### src/rtl/sha256_w_schedule_if.sv
// Word stream from the SHA-256 schedule generator to the compression rounds.
// valid/ready handshake; the source holds word and index stable until accepted.
interface sha256_w_schedule_if;
    logic        w_valid;
    logic        w_ready;
    logic [31:0] w_out;
    logic [5:0]  w_index;

    modport master (output w_valid, output w_out, output w_index, input w_ready);
    modport slave  (input w_valid, input w_out, input w_index, output w_ready);
endinterface

### src/rtl/sha256_w_schedule.sv
// SHA-256 message schedule: loads one 512-bit block on enable, streams W[0..63].
// W[0] valid one cycle after load; one word per cycle; w_ready low freezes the window.
module sha256_w_schedule #(
    parameter int WORDS = 64
) (
    input  logic                       clock,
    input  logic                       reset,
    input  logic                       enable,
    input  logic [511:0]               block_in,
    sha256_w_schedule_if.master        w,
    output logic                       busy,
    output logic                       done
);

    typedef enum logic [1:0] {IDLE, RUN, DONE, PARK} state_t;

    state_t      state_q;
    logic [31:0] win_q [16];
    logic [5:0]  t_q;

    logic [31:0] w16_d;
    logic        xfer_d;
    logic        last_d;

    function automatic logic [31:0] sig0(input logic [31:0] x);
        return {x[6:0], x[31:7]} ^ {x[17:0], x[31:18]} ^ (x >> 3);
    endfunction

    function automatic logic [31:0] sig1(input logic [31:0] x);
        return {x[16:0], x[31:17]} ^ {x[18:0], x[31:19]} ^ (x >> 10);
    endfunction

    // win_q[0] is W[t], so the window taps are W[t+14], W[t+9], W[t+1], W[t]
    assign w16_d  = sig1(win_q[14]) + win_q[9] + sig0(win_q[1]) + win_q[0];
    assign xfer_d = (state_q == RUN) && w.w_ready;
    assign last_d = (t_q == 6'(WORDS - 1));

    always_ff @(posedge clock or posedge reset) begin
        if (reset) begin
            state_q <= IDLE;
            t_q     <= '0;
            for (int i = 0; i < 16; i++) begin
                win_q[i] <= '0;
            end
        end else begin
            case (state_q)
                IDLE: begin
                    if (enable) begin
                        for (int i = 0; i < 16; i++) begin
                            win_q[i] <= block_in[511 - 32*i -: 32];
                        end
                        t_q     <= '0;
                        state_q <= RUN;
                    end
                end
                RUN: begin
                    if (xfer_d) begin
                        if (last_d) begin
                            t_q     <= '0;
                            state_q <= DONE;
                        end else begin
                            for (int i = 0; i < 15; i++) begin
                                win_q[i] <= win_q[i+1];
                            end
                            win_q[15] <= w16_d;
                            t_q       <= t_q + 6'd1;
                        end
                    end
                end
                // enable is sticky upstream; park until it drops so one assertion yields one block
                DONE: state_q <= enable ? PARK : IDLE;
                PARK: if (!enable) state_q <= IDLE;
                default: state_q <= IDLE;
            endcase
        end
    end

    assign w.w_valid = (state_q == RUN);
    assign w.w_out   = win_q[0];
    assign w.w_index = t_q;
    assign busy      = (state_q == RUN);
    assign done      = (state_q == DONE);

endmodule
### src/flat_wrapper.sv
// flat-port wrapper written by rule: the top's interface ports become plain ports
module sha256_w_schedule_flat 
#(
    parameter int WORDS = 64
)
  (clock, reset, enable, block_in, busy, done, w_w_valid, w_w_out, w_w_index, w_w_ready);
  sha256_w_schedule_if w_i ();
  input  logic clock;
  input  logic reset;
  input  logic enable;
  input  logic [511:0] block_in;
  output logic busy;
  output logic done;
  output wire logic [$bits(w_i.w_valid)-1:0] w_w_valid;
  output wire logic [$bits(w_i.w_out)-1:0] w_w_out;
  output wire logic [$bits(w_i.w_index)-1:0] w_w_index;
  input wire logic [$bits(w_i.w_ready)-1:0] w_w_ready;
  assign w_w_valid = w_i.w_valid;
  assign w_w_out = w_i.w_out;
  assign w_w_index = w_i.w_index;
  assign w_i.w_ready = w_w_ready;
  sha256_w_schedule #(.WORDS(WORDS)) u_core (.clock(clock), .reset(reset), .enable(enable), .block_in(block_in), .w(w_i), .busy(busy), .done(done));
endmodule
### config.mk
export PLATFORM = sky130hd
export DESIGN_NAME = sha256_w_schedule_flat
export DESIGN_NICKNAME = d
export VERILOG_FILES = /design/src/rtl/sha256_w_schedule_if.sv /design/src/rtl/sha256_w_schedule.sv /design/src/flat_wrapper.sv
export SDC_FILE = /design/constraint.sdc
export NUM_CORES = 2
export LEC_CHECK = 0
export ABC_CLOCK_PERIOD_IN_PS = 24300
export CORE_MARGIN = 2
export CORE_UTILIZATION = 53
export DETAILED_ROUTE_END_ITERATION = 8
export PLACE_DENSITY = 0.91
export SETUP_SLACK_MARGIN = 0.15
export SYNTH_ARGS = -nofsm -noshare
export SYNTH_HDL_FRONTEND = slang
export SYNTH_SLANG_ARGS = --single-unit
### constraint.sdc
create_clock -name clock -period 24.3 [get_ports clock]
set_clock_uncertainty 0.15 [all_clocks]
set_input_delay 4.86 -clock clock [delete_from_list [all_inputs] [get_ports clock]]
set_output_delay 4.86 -clock clock [all_outputs]
set_load 0.005 [all_outputs]
==> impl_metrics.toml <==
[floorplan]
rows = 84
core_mm2 = 0.05234
initial_core_util_pct = 53.40
fp.dieArea_mm2 = 0.05459
io_pins = 557
die_y_um = 233.6
die_x_um = 233.6

[sta]
maxSlewViolCount = 0
fmaxAchievable_mhz = 122.9
rsz0062_at_grt = "no"
finalHoldViolCount = 0
finalCritPeriodShare_pct = 33.48
maxSlewHeadroom_pct = 19.97
tns_ps = 0
hold_ws_ps = 336.7
period_needed_ps = 8135
finalSetupViolCount = 0
max_slew.worst_pin.slew_ps = 1200

[final_layout]
area_growth_pct = 25.22
fillers = 4138
final_layout_size_suffix_gt1_share_pct = 3.010
nets = 4358
stdcell_count = 4486

[clock_network]
post-cts-setup-buffers = 0
cts_tree = "yes"
cts_resized = 0
h-tree-depth = 2
cts_buffers = 54
cts_hold_buf = 0
root_buffer = "clkbuf_16"
cts.clk_slew.worst_paths_ps = 60
clk_latency_ps = 610
cts_num_sinks = 520
clockBufferDepth = 3

[logic_synthesis]
ys_seq_area_share_pct = 46.56
synth_top_family_by_area = "simple AND/OR/NAND/NOR gates"
avgSynthCellArea_um2 = 8.143
synth-async-reset-ratio_pct = 100.0
synthFlopType = "dfrtp_1"
synthMuxAreaShare_pct = 0.1433
yosys_warnings = 0
synth.largest_area_cell = "dfrtp_1"
yosys-top-cells-area = "dfrtp_1, nand2_1, a31oi_1, nor2_1, fa_1"
ys_types = 57
synth-simple-area-share_pct = 22.04
synth_edf_count = 0
yosys.area_share.adder_pct = 5.874
synth_xor_xnor_area_share_pct = 4.387
synth_cells = 3432
syn_nets = 4042
syn_area_mm2 = 0.02795
synth_top_area_share_pct = 46.56
synth-compound-area-share_pct = 14.04
ys_seq_elements = 520

[grt]
grt_start_max_net_pins = 262
grt_pass1_vias = 24610
grt_util_all_layers_pct = 35.96
antenna_found_initial = 7
gr-total-overflow = 0
grt_pass1_wl_um = 146000

[setup_path]
reg2reg_slack_ps = 19250
crit_path_end_kind = "flip-flop"
cp_cell_sequence = "clkdlybuf4s50_1 > mux2i_1 > or2_1 > a21oi_4 > buf_4 > buf_12 > o211ai_1 > o21a_1"
criticalPathCategory = "in -> reg"
worst_path_largest_cell_delay_ps = 860
reg2reg_depth = 13
cp.required_ps = 24650
critPathMaxFanout = 254
cp-start-kind = "input pin"
cp_data_arrival_time_ps = 8490
cp_slowest_cell = "buf_4"

[hold_path]
whs_path_depth = 2
hp-class = "reg -> reg"

[route]
vias = 26150
wl_per_cell_um = 22.25
firstDrtPassIters = 9
ant_nets = 0
drc = 0
first_iter_violations = 3428
routed_wl_um = 99800
vias_per_cell = 5.829

[placement]
dpl.hpwl_um = 72860
gp_congestion = 0.9866
placedCellCount = 4380
io_buffer_count = 556

[flow_run]
drv_cap = 0

[outcome]
outcome = "finished clean"
[sequential cells by signal, indices dropped and copies added (netlist names)]
| register | cells |
|---|---|
| u_core.win_q | 480 |
| u_core.w.w_out | 32 |
| u_core.w.w_index | 6 |
| u_core.state_q | 2 |
[Yosys cell counts (11+ instances only)]
master / count
and3_1: 11
nor2_1: 516
nand2_1: 1014
dfrtp_1: 520
fa_1: 62
buf_4: 33
ha_1: 32
xor2_1: 18
clkbuf_1: 172
buf_2: 106
nand3_1: 17
xnor2_1: 122
inv_1: 129
a21oi_1: 46
a31oi_1: 489
nor3_1: 11
o21ai_0: 35
[layer usage]
layer | GRT usage (%) | vias up | share of wire (%)
met5 | 0 | - | 0.013
met4 | 18.14 | 2 | 5.9
met3 | 7.129 | 304 | 9.8
met2 | 55.70 | 1515 | 45
met1 | 48.26 | 12470 | 39
li1 | - | 11860 | -
[critical path: cells and delay by family]
kind	cells	cell delay, ps
multiplexers	1	90
buffers and inverters	3	2110
AND/OR/NAND/NOR	1	350
AO/OA/AOI/OAI	3	780
[cells in the final DEF, fill, tap and decap left out, types with 16 or more instances in the layout]
cell             synthesis  final
nand2_1               1014   1014
clkdlybuf4s50_1          0    556
dfrtp_1                520    520
nor2_1                 516    516
a31oi_1                489    489
inv_1                  129    128
xnor2_1                122    122
fa_1                    62     62
clkbuf_16                0     55
a21oi_1                 46     46
o21ai_0                 35     35
ha_1                    32     32
xor2_1                  18     18
nand3_1                 17     17
buf_4                   33     16
[metrics by stage]
| stage | cell area, µm² | setup slack [ps] | utilization (%) |
|---|---|---|---|
| 2_1_floorplan | 27950 | 4763 | - |
| 3_3_place_gp | 33140 | 15740 | 63.32 |
| 3_5_place_dp | 33140 | 15670 | 63.32 |
| 4_1_cts | 34970 | 16240 | 66.81 |
| 5_1_grt | 34980 | 15940 | 66.84 |
| 6_report | 35000 | 16160 | 66.86 |
[path summary, 6_finish.rpt]
check | from | end
min in group asynchronous | reset | u_core.w.w_index[2]
worst min register to register | u_core.win_q[20] | u_core.win_q[20]
worst max-delay path | w_w_ready | u_core.win_q[6]
max in group asynchronous | reset | u_core.win_q[297]
worst min-delay path | u_core.win_q[20] | u_core.win_q[20]
worst max register to register | u_core.win_q[458] | u_core.win_q[28]
[area by class of cell]
class                   count  area (µm²)  share of cell area (%)
well taps                 688       860.8                   2.460
multi-input cells        2466       13000                   37.15
diodes                     10       25.02                 0.07151
clock inverters            19       249.0                  0.7115
flip-flops and latches    520       13010                   37.18
inverters                 130       503.0                   1.437
repair buffers            576        5766                   16.47
clock buffers              77        1579                   4.512
[kinds of logic (layout without fill, tap and decap cells)]
group                    after synthesis  count (layout)
buffers and inverters                446             802
multiplexers                           4               4
other                                  0              10
flip-flops                           520             520
XOR/XNOR                             140             140
AND/OR/NAND/NOR                     1600            1600
AO/OA/AOI/OAI                        628             628
adder cells (fa/ha/maj)               94              94
Power is left out: the tool's default activity adds up to more than one toggle a clock period on the data nets, which glitch-free logic cannot reach.
